==> src/rtl/seq_det_pkg.sv <==
// Shared types and constants for the round-robin "1010" detector.
package seq_det_pkg;

  // Per-channel detector progress through the pattern.
  typedef enum logic [1:0] {
    S0 = 2'd0,  // nothing matched
    S1 = 2'd1,  // "1"
    S2 = 2'd2,  // "10"
    S3 = 2'd3   // "101"
  } state_e;

  // Pattern recognised by the detector, oldest bit first.
  localparam logic [3:0] Pattern = 4'b1010;

endpackage

==> src/rtl/seq_det_step.sv <==
// One combinational step of the overlapping "1010" Mealy detector.
module seq_det_step
  import seq_det_pkg::*;
(
  input  state_e state,
  input  logic   x,
  output state_e next_state,
  output logic   z
);

  // Transition table; S3 on a 0 falls back to S2 so "10" can start the next match.
  always_comb begin
    next_state = S0;
    z          = 1'b0;
    unique case (state)
      S0: next_state = x ? S1 : S0;
      S1: next_state = x ? S1 : S2;
      S2: next_state = x ? S3 : S0;
      S3: begin
        next_state = x ? S1 : S2;
        z          = ~x;
      end
      default: next_state = S0;
    endcase
  end

endmodule

==> src/rtl/seq_det_rr_sched.sv <==
// Round-robin scheduler sharing one "1010" detector step among NCH serial channels.
module seq_det_rr_sched
  import seq_det_pkg::*;
#(
  parameter int unsigned NCH   = 4,
  parameter int unsigned CNT_W = 8,
  localparam int unsigned IdxW = $clog2(NCH)
) (
  input  logic             clk,
  input  logic             rst_n,
  input  logic [NCH-1:0]   x_valid,
  input  logic [NCH-1:0]   x,
  output logic [NCH-1:0]   x_ready,
  input  logic [NCH-1:0]   clr,
  output logic             z_valid,
  output logic [IdxW-1:0]  z_ch,
  output logic             z,
  input  logic [IdxW-1:0]  cnt_sel,
  output logic [CNT_W-1:0] cnt_out
);

  state_e            state_q [NCH];
  logic [CNT_W-1:0]  cnt_q   [NCH];
  logic [IdxW-1:0]   rr_ptr;

  logic [NCH-1:0]    eligible;
  logic              gnt_vld;
  logic [IdxW-1:0]   gnt_idx;
  int unsigned       idx;

  state_e            step_state;
  state_e            step_next;
  logic              step_bit;
  logic              step_z;

  // Priority search starting at rr_ptr; a cleared channel is never eligible.
  always_comb begin
    eligible = x_valid & ~clr;
    gnt_vld  = 1'b0;
    gnt_idx  = '0;
    idx      = 0;
    x_ready  = '0;
    for (int unsigned off = 0; off < NCH; off++) begin
      idx = (32'(rr_ptr) + off) % NCH;
      if (!gnt_vld && eligible[idx]) begin
        gnt_vld = 1'b1;
        gnt_idx = IdxW'(idx);
      end
    end
    // Hold the grant low while reset is asserted.
    if (gnt_vld && rst_n) begin
      x_ready[gnt_idx] = 1'b1;
    end
  end

  // Feed the shared detector step with the granted channel's context.
  always_comb begin
    step_state = state_q[gnt_idx];
    step_bit   = x[gnt_idx];
  end

  seq_det_step u_step (
    .state      (step_state),
    .x          (step_bit),
    .next_state (step_next),
    .z          (step_z)
  );

  // Per-channel contexts: clear beats acceptance, counters saturate.
  always_ff @(posedge clk or negedge rst_n) begin
    if (!rst_n) begin
      for (int i = 0; i < NCH; i++) begin
        state_q[i] <= S0;
        cnt_q[i]   <= '0;
      end
    end else begin
      for (int i = 0; i < NCH; i++) begin
        if (clr[i]) begin
          state_q[i] <= S0;
          cnt_q[i]   <= '0;
        end else if (gnt_vld && (gnt_idx == IdxW'(i))) begin
          state_q[i] <= step_next;
          if (step_z && (cnt_q[i] != '1)) begin
            cnt_q[i] <= cnt_q[i] + CNT_W'(1);
          end
        end
      end
    end
  end

  // Round-robin pointer moves past the last winner; holds when idle.
  always_ff @(posedge clk or negedge rst_n) begin
    if (!rst_n) begin
      rr_ptr <= '0;
    end else if (gnt_vld) begin
      rr_ptr <= (gnt_idx == IdxW'(NCH - 1)) ? '0 : gnt_idx + IdxW'(1);
    end
  end

  // Registered result of the bit processed this cycle.
  always_ff @(posedge clk or negedge rst_n) begin
    if (!rst_n) begin
      z_valid <= 1'b0;
      z       <= 1'b0;
      z_ch    <= '0;
    end else begin
      z_valid <= gnt_vld;
      z       <= gnt_vld & step_z;
      if (gnt_vld) begin
        z_ch <= gnt_idx;
      end
    end
  end

  // Counter read port; out-of-range selects read as zero.
  always_comb begin
    cnt_out = '0;
    if (32'(cnt_sel) < NCH) begin
      cnt_out = cnt_q[cnt_sel];
    end
  end

endmodule

==> config.mk <==
export PLATFORM = sky130hd
export DESIGN_NAME = seq_det_rr_sched
export DESIGN_NICKNAME = d
export VERILOG_FILES = /design/src/rtl/seq_det_pkg.sv /design/src/rtl/seq_det_step.sv /design/src/rtl/seq_det_rr_sched.sv
export SDC_FILE = /design/constraint.sdc
export NUM_CORES = 1
export LEC_CHECK = 0
export ABC_AREA = 0
export CORE_MARGIN = 2
export CORE_UTILIZATION = 50
export CTS_CLUSTER_SIZE = 8
export DETAILED_ROUTE_END_ITERATION = 8
export GPL_TIMING_DRIVEN = 0
export PLACE_DENSITY = 0.72
export SLEW_MARGIN = 20
export SYNTH_ARGS = -nofsm -noshare
export SYNTH_HDL_FRONTEND = slang
export SYNTH_HIERARCHICAL = 1
export SYNTH_SLANG_ARGS = --single-unit
==> constraint.sdc <==
create_clock -name clk -period 4.25 [get_ports clk]
set_input_delay 0.6375 -clock clk [delete_from_list [all_inputs] [get_ports clk]]
set_output_delay 0.6375 -clock clk [all_outputs]
set_load 0.05 [all_outputs]
* Word-level counts from Yosys, hierarchy flattened
Index checks and enable logic that the tools add are counted.
Widths: inputs -> output; s select.
** Word-level totals
- Bits of input ports :: 16
- Bits in registers :: 46
** Cells by class
- Add/subtract/negate cells :: 8
- Bitwise gates (word level) :: 6
- Reductions and logical operators :: 31
- Multiplexer cells :: 53
- Eq/ne operators :: 10
- Magnitude comparators :: 8
** Operators with widths (count)
- $mux 8 :: 14
- $mux 2 :: 17
- $add 8x1->8 const B :: 4
- $ne 8x8->1 const B :: 4
- $bmux 8 s2 :: 1
- $reduce_bool 2->1 :: 8
- $lt 2x3->1 const B :: 5
- $logic_and 1x1->1 :: 13
- $mux 1 :: 12
- $bmux 1 s2 :: 5
- $eq 2x2->1 const B :: 4
- $reduce_and 2->1 :: 4
- $ge 3x3->1 const B :: 2
- $not 2->3 :: 2
- $pmux 2 s3 :: 1
- $add 2x1->2 const B :: 2
- $add 2x2->2 const B :: 2
- $and 4x4->4 :: 1
- $bmux 2 s2 :: 1
- $eq 2x1->1 const B :: 2
- $logic_not 2->1 :: 2
- $mux 4 :: 1
- $not 4->4 :: 1
- $logic_not 1->1 :: 3
- 5 further kinds :: 5

* Depth between registers and ports, before layout
Gate-level depths: netlist of run 1.
- Depth after elaboration :: 24
- Gate-level depth with buffers :: 13

* Cells and area by module
The synthesis of run 1 kept the hierarchy.
** By module, submodules not included
- seq_det_rr_sched :: cells an instance 281, area an instance 2701.3 um2, instances 1, seq. area each 1151.1 um2
- seq_det_step :: cells an instance 5, area an instance 32.5 um2, instances 1, seq. area each 0.0 um2

* Worst setup path before layout of run 1
OpenSTA, ideal clock, no wires.
- Kind :: input to register
- Start :: in x_valid[3]
- End :: reg cnt_q[30] (netlist bit)
- Arrival time :: 2.986 ns
- Setup slack :: 1.186 ns
- Cell stages on the path :: 11
- Setup time :: 0.078 ns
- Data required time :: 4.172 ns
- Buffers on the path :: 1
- Cell sequence :: nor2b_1 -> o21ai_0 -> a22oi_2 -> mux2i_1 -> mux2i_1 -> nor3b_2 -> nand2_1 -> a41o_1 -> clkbuf_1 -> or4_1 -> a21oi_1
** Between the ends
- Elaborated cells on any way between the ends :: 38
** RTL lines
- start: declaration :: line seq_det_rr_sched.sv:11 : input logic [NCH-1:0] x_valid,
- $and 4x4->4 * :: line seq_det_rr_sched.sv:38 : eligible = x_valid & ~clr;
- $bmux 1 s2 :: line seq_det_rr_sched.sv:45 : if (!gnt_vld && eligible[idx]) begin
- $mux 1 (not written as such) :: line seq_det_rr_sched.sv:45
- $mux 1 :: line seq_det_rr_sched.sv:45
- $logic_not 1->1 :: line seq_det_rr_sched.sv:45
- $logic_and 1x1->1 :: line seq_det_rr_sched.sv:45
- $mux 1 :: line seq_det_rr_sched.sv:45
- $logic_not 1->1 :: line seq_det_rr_sched.sv:45
- (+5 left out)
- via gnt_idx[1] :: line seq_det_rr_sched.sv:28 : logic [IdxW-1:0] gnt_idx;
- (+1 left out)
- $mux 1 (not written as such) * :: line seq_det_rr_sched.sv:59 : step_bit = x[gnt_idx];
- via step_bit :: line seq_det_rr_sched.sv:33 : logic step_bit;
- $not 1->1 * :: line seq_det_step.sv:21 : z = ~x;
- $mux 1 * :: line seq_det_step.sv:15 : unique case (state)
- via step_z :: line seq_det_rr_sched.sv:34 : logic step_z;
- $logic_and 1x1->1 * :: line seq_det_rr_sched.sv:83 : if (step_z && (cnt_q[i] != '1)) begin
- $reduce_bool 2->1 (no line) *
- $reduce_and 2->1 (no line) *
- end signal: indexed assignment :: line seq_det_rr_sched.sv:84 : cnt_q[i] <= cnt_q[i] + CNT_W'(1);
- end: declaration :: line seq_det_rr_sched.sv:23 : logic [CNT_W-1:0] cnt_q [NCH];
Mark *: on every way through the listed nets, which the timed path passes. The rest lies on a longest branch. The select of a mux whose other input is x is not followed.
A chain may end at the register's enable or synchronous reset.

* Final worst setup path of run 1
- Start :: in x_valid[3]
- End :: out x_ready[1]
** Between the ends
- Cells in the longest elaborated chain, start to end :: 18
- Elaborated cells on any way between the ends :: 30
** RTL lines
- $and 4x4->4 * :: line seq_det_rr_sched.sv:38
- $bmux 1 s2 :: line seq_det_rr_sched.sv:45
- $mux 1 (not written as such) :: line seq_det_rr_sched.sv:45
- $mux 1 :: line seq_det_rr_sched.sv:45
- $logic_not 1->1 :: line seq_det_rr_sched.sv:45
- $logic_and 1x1->1 :: line seq_det_rr_sched.sv:45
- $mux 1 :: line seq_det_rr_sched.sv:45
- $logic_not 1->1 :: line seq_det_rr_sched.sv:45
- (+3 left out)
- $logic_and 1x1->1 :: line seq_det_rr_sched.sv:45
- $mux 2 * :: line seq_det_rr_sched.sv:45
- via gnt_idx[0] :: line seq_det_rr_sched.sv:28
- $lt 2x3->1 (not written as such) or $ge 2x1->1 (tied branches) :: line seq_det_rr_sched.sv:52 : x_ready[gnt_idx] = 1'b1;
- $logic_and 1x1->1 (not written as such) :: line seq_det_rr_sched.sv:52
- $mux 1 (not written as such) :: line seq_det_rr_sched.sv:52
- $demux 1 s2 * :: line seq_det_rr_sched.sv:52
- $mux 4 * :: line seq_det_rr_sched.sv:51 : if (gnt_vld && rst_n) begin
- end: declaration :: line seq_det_rr_sched.sv:13 : output logic [NCH-1:0] x_ready,
Marked as above.

==> metrics.log, run 1 <==
[metrics] Worst Tran Pin Value: around 0.62 ns
[metrics] # H-tree levels: 2
[metrics] share of flip-flops with an asynchronous set or reset after synthesis: 100%
[metrics] Cell Area, Synth: 2730 um2
[metrics] area share of the largest cell type after synthesis: between 40% and 50%
[metrics] cells taking the most area after synthesis: sky130_fd_sc_hd__dfrtp_1, sky130_fd_sc_hd__mux4_2, sky130_fd_sc_hd__xnor2_1, sky130_fd_sc_hd__nor2_1, sky130_fd_sc_hd__mux2i_1
[metrics] most instantiated library cell after synthesis: sky130_fd_sc_hd__dfrtp_1
[metrics] most frequently used flop master after synthesis: sky130_fd_sc_hd__dfrtp_1
[metrics] RSZ-0062 raised after global routing: false
[metrics] cts-stage hold buffer count: 0
[metrics] Tot GR Track Use: between 20% and 30%
[metrics] Pleak: ~1.4 nW
[metrics] total wirelength of the detailed-routed design: ~6000 um
[metrics] type of the most critical hold path: in -> async
[metrics] DRC marker count from the first detailed-route iteration: about 160
[metrics] sum of negative setup slack: 0 ns
[metrics] post-synthesis area per instance: 9.56 um2
[metrics] Buffers on Ports: 29
[metrics] mean number of vias per cell: approximately 5.8
[metrics] setup-violating endpoint count in the final report: 0
[metrics] number of standard cells after synthesis: 286
[metrics] Pwr per Cell Area: 289 nW/um2
[metrics] number of design rule violations left after detail routing: 0
[metrics] master cell of the clock root buffer: sky130_fd_sc_hd__clkbuf_8
[metrics] top cells by count, synth: sky130_fd_sc_hd__dfrtp_1, sky130_fd_sc_hd__nor2_1, sky130_fd_sc_hd__nand2_1
[metrics] count of boundary I/O pins: 32
[metrics] fin cells: 396
[metrics] synthesized netlist net count: 310
[metrics] maximum number of pins on one net before global-route repair: 35
[metrics] area of the die: approximately 6100 um2
[metrics] FMAX: about 260 MHz
[metrics] tightest hold margin: 0.263 ns
[metrics] arrival time reported for the critical path endpoint: around 3.3 ns
[metrics] part of the Yosys area used for sequential elements: roughly 42%
[metrics] # rows: 26
[metrics] DP Worst Slack: -0.0785 ns
[metrics] post-synth top area cell: sky130_fd_sc_hd__dfrtp_1
[metrics] worst vdd ir: about 0.18 mV
[metrics] clk buf depth: 2
[metrics] standard cell core area: ~5200 um2
[metrics] Post-synth EDFFs: 0
[metrics] setup skew after layout: approximately 0.0052 ns
[metrics] routed length per instance: 15.6 um
[metrics] sink count of the clock tree: 46
[metrics] global-route wire length before repair: 10800 um
[metrics] Synth Warn #: 6
[metrics] TritonCTS clock tree: built
[metrics] cells on worst reg2reg path: 12
[metrics] post-route clock period utilization: between 90 and 100%
[metrics] Max-cap violations: 0
[metrics] maximum single-stage delay on the critical path: 0.79 ns
[metrics] cell class contributing the biggest share of worst-path delay: buffers and inverters
[metrics] Worst EP required: roughly 3.6 ns
[metrics] clock network latency to the later pin of the worst-skew pair: approximately 0.30 ns
[metrics] number of nets at the end of the flow: roughly 350
[metrics] cells along the critical path: clkdlybuf4s50_1 > nor2b_1 > o21ai_0 > a32oi_1 > o21ai_2 > inv_1 > ha_1 > and3_1 > clkdlybuf4s50_1
[metrics] remaining global-route overflow: 0
[metrics] cts bufs inserted: 5
[metrics] Die Y-Extent: ~78 um
[metrics] final instance area: between 3000 and 4000 um2
[metrics] number of global-route vias before repair: between 2000 and 2500
[metrics] Hold Vio Cnt, Final: 0
[metrics] width of the die: 77.9 um
[metrics] flops & latches, synth: between 40 and 50
[metrics] antenna cells: 0
[metrics] max-slew violation count: 0
[metrics] number of distinct library cell variants in the gate-level netlist after synthesis: 41
[metrics] growth of design area from synthesis to finish: 19.3%
[metrics] DP HPWL: about 4500 um
[metrics] number of nets with antenna violations after detailed routing: 0
[metrics] highest net fanout along the worst path: 8
[metrics] total number of vias: ~2300
[metrics] cell occurring most often along the worst timing path: sky130_fd_sc_hd__clkdlybuf4s50_1
[metrics] clock slew at reported path FFs: approximately 0.08 ns
[metrics] initial antenna violation count: 0
[metrics] ratio of cells with drive above 1 in the final layout: 8.90%
[metrics] Final GP Congestion: 0.847
[metrics] placed cell count: between 300 and 400
[metrics] cell at the slowest stage of the critical path: sky130_fd_sc_hd__clkdlybuf4s50_1
[metrics] worst-case setup margin in the final layout: around 0.33 ns
[metrics] instance area at placement: between 3000 and 4000 um2
[metrics] crit start category: input pin
[metrics] worst-case headroom to the max-slew limit: 58.6%
[metrics] CP Capture Type: primary output
[metrics] buffering stage count on the worst path with inverters included: 3
[metrics] first drt pass iteration count: 4
[metrics] final worst path period need: approximately 3.9 ns
[metrics] initial core utilization: a little over half
[metrics] status: complete, no violations
[metrics] Worst Setup Path Type: in -> out
[metrics] number of logic stages on the critical path including buffering: 9
-- logic make-up (layout without fill, tap and decap cells) --
kind of cell / after synthesis / count (layout) / share of synthesized area, %
mux: 21 / 21 / 11.5
xor+xnor: 22 / 22 / 7.05
simple gates: 135 / 135 / 25.1
buf+inv: 21 / 61 / 2.88
compound gates: 33 / 33 / 7.64
fa+ha+maj: 8 / 8 / 3.66
flops: 46 / 46 / 42.1
-- sequential cells by signal, summed over array words and instances (netlist names) --
| signal | cells |
|---|---|
| rr_ptr | 2 |
| state_q | 8 |
| z_ch | 2 |
| z_valid | 1 |
| z | 1 |
| cnt_q | 32 |
-- power by group --
group          switching, mW  total [mW]  internal, mW
logic                  0.109       0.170        0.0604
registers             0.0108       0.461         0.450
clock network          0.147       0.311         0.164
-- metal layers --
metal | global-route usage, % | wire (um)
met1 | 32.0 | 2960
met2 | 34.3 | 2780
met3 | 4.65 | 342
met4 | 7.54 | 91
met5 | 0 | 0
-- cell usage in the layout (no fill, tap or decap), drive strengths merged, types with 8 or more instances in the layout --
master         instances
dfrtp                 46
nor2                  33
nand2                 32
clkdlybuf4s50         26
clkbuf                20
nand3                 16
a21oi                 15
xnor2                 15
nand4                 14
mux2i                 12
o21ai                  9
mux4                   8
ha                     8
inv                    8
-- worst paths after layout --
kind / start / to / slack (ns)
min: rst_n / z_ch[0] / 0.26
max in group asynchronous: rst_n / cnt_q[6] / 3.47
min in group clk: z_ch[1] / z_ch[1] / 0.48
min reg2reg: z_ch[1] / z_ch[1] / 0.48
max: x_valid[3] / x_ready[1] / 0.33
max reg2reg: rr_ptr[1] / cnt_q[30] / 1.30
-- timing repair --
| item | 4_1_cts | 5_1_grt |
|---|---|---|
| setup endpoints to repair | 2 | 2 |
| hold endpoints to repair | 0 | 0 |
| setup buffers | 2 | 0 |
| resized for setup | 1 | 2 |
| pin swaps | 1 | 0 |
-- through the flow --
step	utilization [%]	total power, mW
final	62.6	0.942
after CTS	62.5	0.950
after global routing	62.6	0.985
after floorplan	-	0.571
after global placement	59.8	0.629
after detailed placement	60.1	0.634
-- layout make-up --
type                       count  area, um2
tap                           70       87.6
buffer                        13       48.8
sequential                    46       1150
timing repair buffer          32        325
inverter                       8       30.0
multi-input combinational    219       1510
fill                         446       1940
clock buffer                   8        110
No activity file was read; power rests on OpenSTA's default activity.
==> run 2: changes to the inputs <==
- ABC_AREA: 0 -> unset
==> results of run 2 <==
Final layout, timing and power as in run 1 (identical DEF).
==> run 3: changes to the inputs <==
- ABC_AREA: unset -> 1
- PLACE_DENSITY: 0.72 -> 0.7
==> metrics.log, run 3 <==
[metrics] status: complete, no violations
[metrics] setup skew after layout: approximately 0.0032 ns
[metrics] commonest non-fill, non-tap cell in the layout: sky130_fd_sc_hd__nand2_1
[metrics] DP Worst Slack: -0.0975 ns
[metrics] total number of vias: just over 3000
[metrics] Worst EP required: between 3 and 4 ns
[metrics] master cell of the clock root buffer: sky130_fd_sc_hd__clkbuf_8
[metrics] number of nets at the end of the flow: about 500
[metrics] antenna cells: 0
[metrics] Most flops, register: cnt_q
[metrics] # Post-CTS Setup Buffers: 0
[metrics] worst vdd ir: between 0.4 and 0.5 mV
[metrics] number of distinct library cell variants in the gate-level netlist after synthesis: 30
[metrics] post-synth top area cell: sky130_fd_sc_hd__dfrtp_1
[metrics] number of standard cells after synthesis: 451
[metrics] Top Registers: cnt_q x32, state_q x8
[metrics] fill count: a little under 600
[metrics] cells taking the most area after synthesis: sky130_fd_sc_hd__dfrtp_1, sky130_fd_sc_hd__nand2_1, sky130_fd_sc_hd__nand3_1, sky130_fd_sc_hd__nor2_1, sky130_fd_sc_hd__inv_1
[metrics] fin cells: 564
[metrics] flops & latches, synth: 46
[metrics] first drt pass iteration count: 4
[metrics] Die Y-Extent: 83.9 um
[metrics] area share of the largest cell type after synthesis: about 36%
[metrics] footprint of the multi-input gates: 1780 um2
[metrics] total wirelength of the detailed-routed design: between 7000 and 8000 um
[metrics] CP Capture Type: primary output
[metrics] sum of negative setup slack: 0 ns
[metrics] Synth Warn #: 6
[metrics] Largest register FFs: 32
[metrics] standard cell core area: ~6200 um2
[metrics] share of flip-flops with an asynchronous set or reset after synthesis: between 90% and 100%
[metrics] width of the die: between 80 and 90 um
[metrics] clock network latency to the later pin of the worst-skew pair: 0.29 ns
[metrics] # rows: 29
[metrics] TritonCTS clock tree: built
[metrics] Hold Vio Cnt, Final: 0
[metrics] commonest cells after routing, fill and taps aside: sky130_fd_sc_hd__nand2_1, sky130_fd_sc_hd__nand3_1, sky130_fd_sc_hd__nor2_1, sky130_fd_sc_hd__dfrtp_1, sky130_fd_sc_hd__inv_1
[metrics] synthesized netlist net count: approximately 480
[metrics] initial antenna violation count: 0
[metrics] Pleak: about 1.8 nW
[metrics] clock slew at reported path FFs: about 0.090 ns
[metrics] routed length per instance: between 10 and 15 um
[metrics] highest net fanout along the worst path: 10
[metrics] Final GP Congestion: between 0.8 and 0.9
[metrics] number of design rule violations left after detail routing: 0
[metrics] clk buf depth: 2
[metrics] Post-synth EDFFs: 0
[metrics] sink count of the clock tree: 46
[metrics] top cells by count, synth: sky130_fd_sc_hd__nand2_1, sky130_fd_sc_hd__nand3_1, sky130_fd_sc_hd__nor2_1
[metrics] part of the Yosys area used for sequential elements: 36.1%
[metrics] arrival time reported for the critical path endpoint: ~3.4 ns
[metrics] post-synthesis area per instance: about 7.1 um2
[metrics] cells on worst reg2reg path: 20
[metrics] mean number of vias per cell: ~5.4
[metrics] Worst Tran Pin Value: 0.513 ns
[metrics] Buffers on Ports: 28
[metrics] count of boundary I/O pins: 32
[metrics] tightest hold margin: between 0.3 and 0.4 ns
[metrics] RSZ-0062 raised after global routing: false
[metrics] setup-violating endpoint count in the final report: 0
[metrics] worst-case headroom to the max-slew limit: approximately 66%
[metrics] maximum number of pins on one net before global-route repair: 27
[metrics] cts bufs inserted: 5
[metrics] placed cell count: 557
[metrics] growth of design area from synthesis to finish: 14.6%
[metrics] Worst Setup Path Type: in -> out
[metrics] DRC marker count from the first detailed-route iteration: approximately 170
[metrics] worst-case setup margin in the final layout: 0.259 ns
[metrics] most instantiated library cell after synthesis: sky130_fd_sc_hd__nand2_1
[metrics] crit start category: input pin
[metrics] initial core utilization: 51.1%
[metrics] global-route wire length before repair: 13300 um
[metrics] post-route clock period utilization: a little over nine tenths
[metrics] number of global-route vias before repair: between 2000 and 3000
[metrics] type of the most critical hold path: in -> async
[metrics] remaining global-route overflow: 0
[metrics] Pwr per Cell Area: about 580 nW/um2
[metrics] # H-tree levels: 2
[metrics] FMAX: about 250 MHz
[metrics] final worst path period need: 3.99 ns
[metrics] cts-stage hold buffer count: 0
[metrics] area of the die: 7030 um2
[metrics] DP HPWL: roughly 5900 um
[metrics] sequential cell area: around 1200 um2
[metrics] ratio of cells with drive above 1 in the final layout: a little under a tenth
[metrics] number of nets with antenna violations after detailed routing: 0
[metrics] Tot GR Track Use: between 20% and 30%
[metrics] Max-cap violations: 0
[metrics] Cell Area, Synth: approximately 3200 um2
[metrics] max-slew violation count: 0
[metrics] most frequently used flop master after synthesis: sky130_fd_sc_hd__dfrtp_1
==> run 3: cell count changes after synthesis, sizes merged, moves of 8 or more <==
cell / delta
xnor2: -11
mux4: -8
o21ai: +24
mux2i: -12
inv: +37
nor2: +18
nand3: +63
xor2: +8
nand2: +93
nand4: -11
==> run 3: area by class of cell <==
class,instances,share of cell area (%)
Timing Repair Buffer,29,7.94
Buffer,13,2.33
Multi-Input combinational cell,346,48.7
Clock inverter,2,0.274
Clock buffer,5,1.88
Tap cell,77,2.64
Inverter,46,4.72
Sequential cell,46,31.5
==> run 3: where the power goes <==
group          switching [mW]  internal, mW
clock network           0.149         0.111
logic                   0.868         0.398
registers              0.0635         0.519
total                    1.08          1.03
==> run 3: cells by family (layout without fill, tap and decap cells) <==
logic type	count (synthesis)	count (layout)	synth area share, %
flops	46	46	36.1
buf+inv	59	95	8.08
simple gates	268	268	38.4
compound gates	51	51	9.02
xor+xnor	19	19	5.22
fa+ha+maj	8	8	3.14
==> run 3: per-stage QoR <==
step | util [%] | power (mW) | area [um2]
6_report | 58.6 | 2.11 | 3650
4_1_cts | 58.6 | 2.12 | 3660
3_3_place_gp | 57.1 | 1.84 | 3570
2_1_floorplan | - | 1.54 | 3190
5_1_grt | 58.6 | 2.28 | 3650
3_5_place_dp | 57.4 | 1.87 | 3580
==> run 3: final timing paths <==
kind                            from         end  slack [ns]
min                            rst_n    cnt_q[4]        0.30
min reg2reg                  z_ch[0]     z_ch[0]        0.49
max                           clr[3]  x_ready[1]        0.26
max reg2reg                rr_ptr[0]   cnt_q[30]        1.22
max in group asynchronous      rst_n  state_q[0]        3.42
min in group clk             z_ch[0]     z_ch[0]        0.49
==> run 3: per-layer routing <==
metal  vias up  global-route usage, %  part of all wire [%]
li1       1540                      -                     -
met1      1442                   31.6                    45
met2        63                   38.7                    49
met3         7                   2.97                   4.7
met4         0                   5.57                   1.2
met5         -                      0                     0
==> run 3: what timing repair did <==
action,4_1_cts,5_1_grt
hold endpoints to repair,0,0
endpoints found under the setup margin,3,2
gates resized for setup,3,3
cloned,0,0
==> run 3: worst max-delay path, cell delays in order <==
cell,delay (ns)
sky130_fd_sc_hd__clkdlybuf4s50_1,0.63
sky130_fd_sc_hd__inv_2,0.15
sky130_fd_sc_hd__nand3_2,0.11
sky130_fd_sc_hd__nand2_1,0.09
sky130_fd_sc_hd__nand2_1,0.09
sky130_fd_sc_hd__nand2_1,0.05
sky130_fd_sc_hd__nor2_1,0.08
sky130_fd_sc_hd__nor2_1,0.04
sky130_fd_sc_hd__nand2_1,0.20
sky130_fd_sc_hd__nand2_2,0.19
sky130_fd_sc_hd__inv_1,0.15
sky130_fd_sc_hd__ha_1,0.22
sky130_fd_sc_hd__nand2_2,0.10
sky130_fd_sc_hd__nor2_1,0.08
sky130_fd_sc_hd__dlygate4sd2_1,0.53
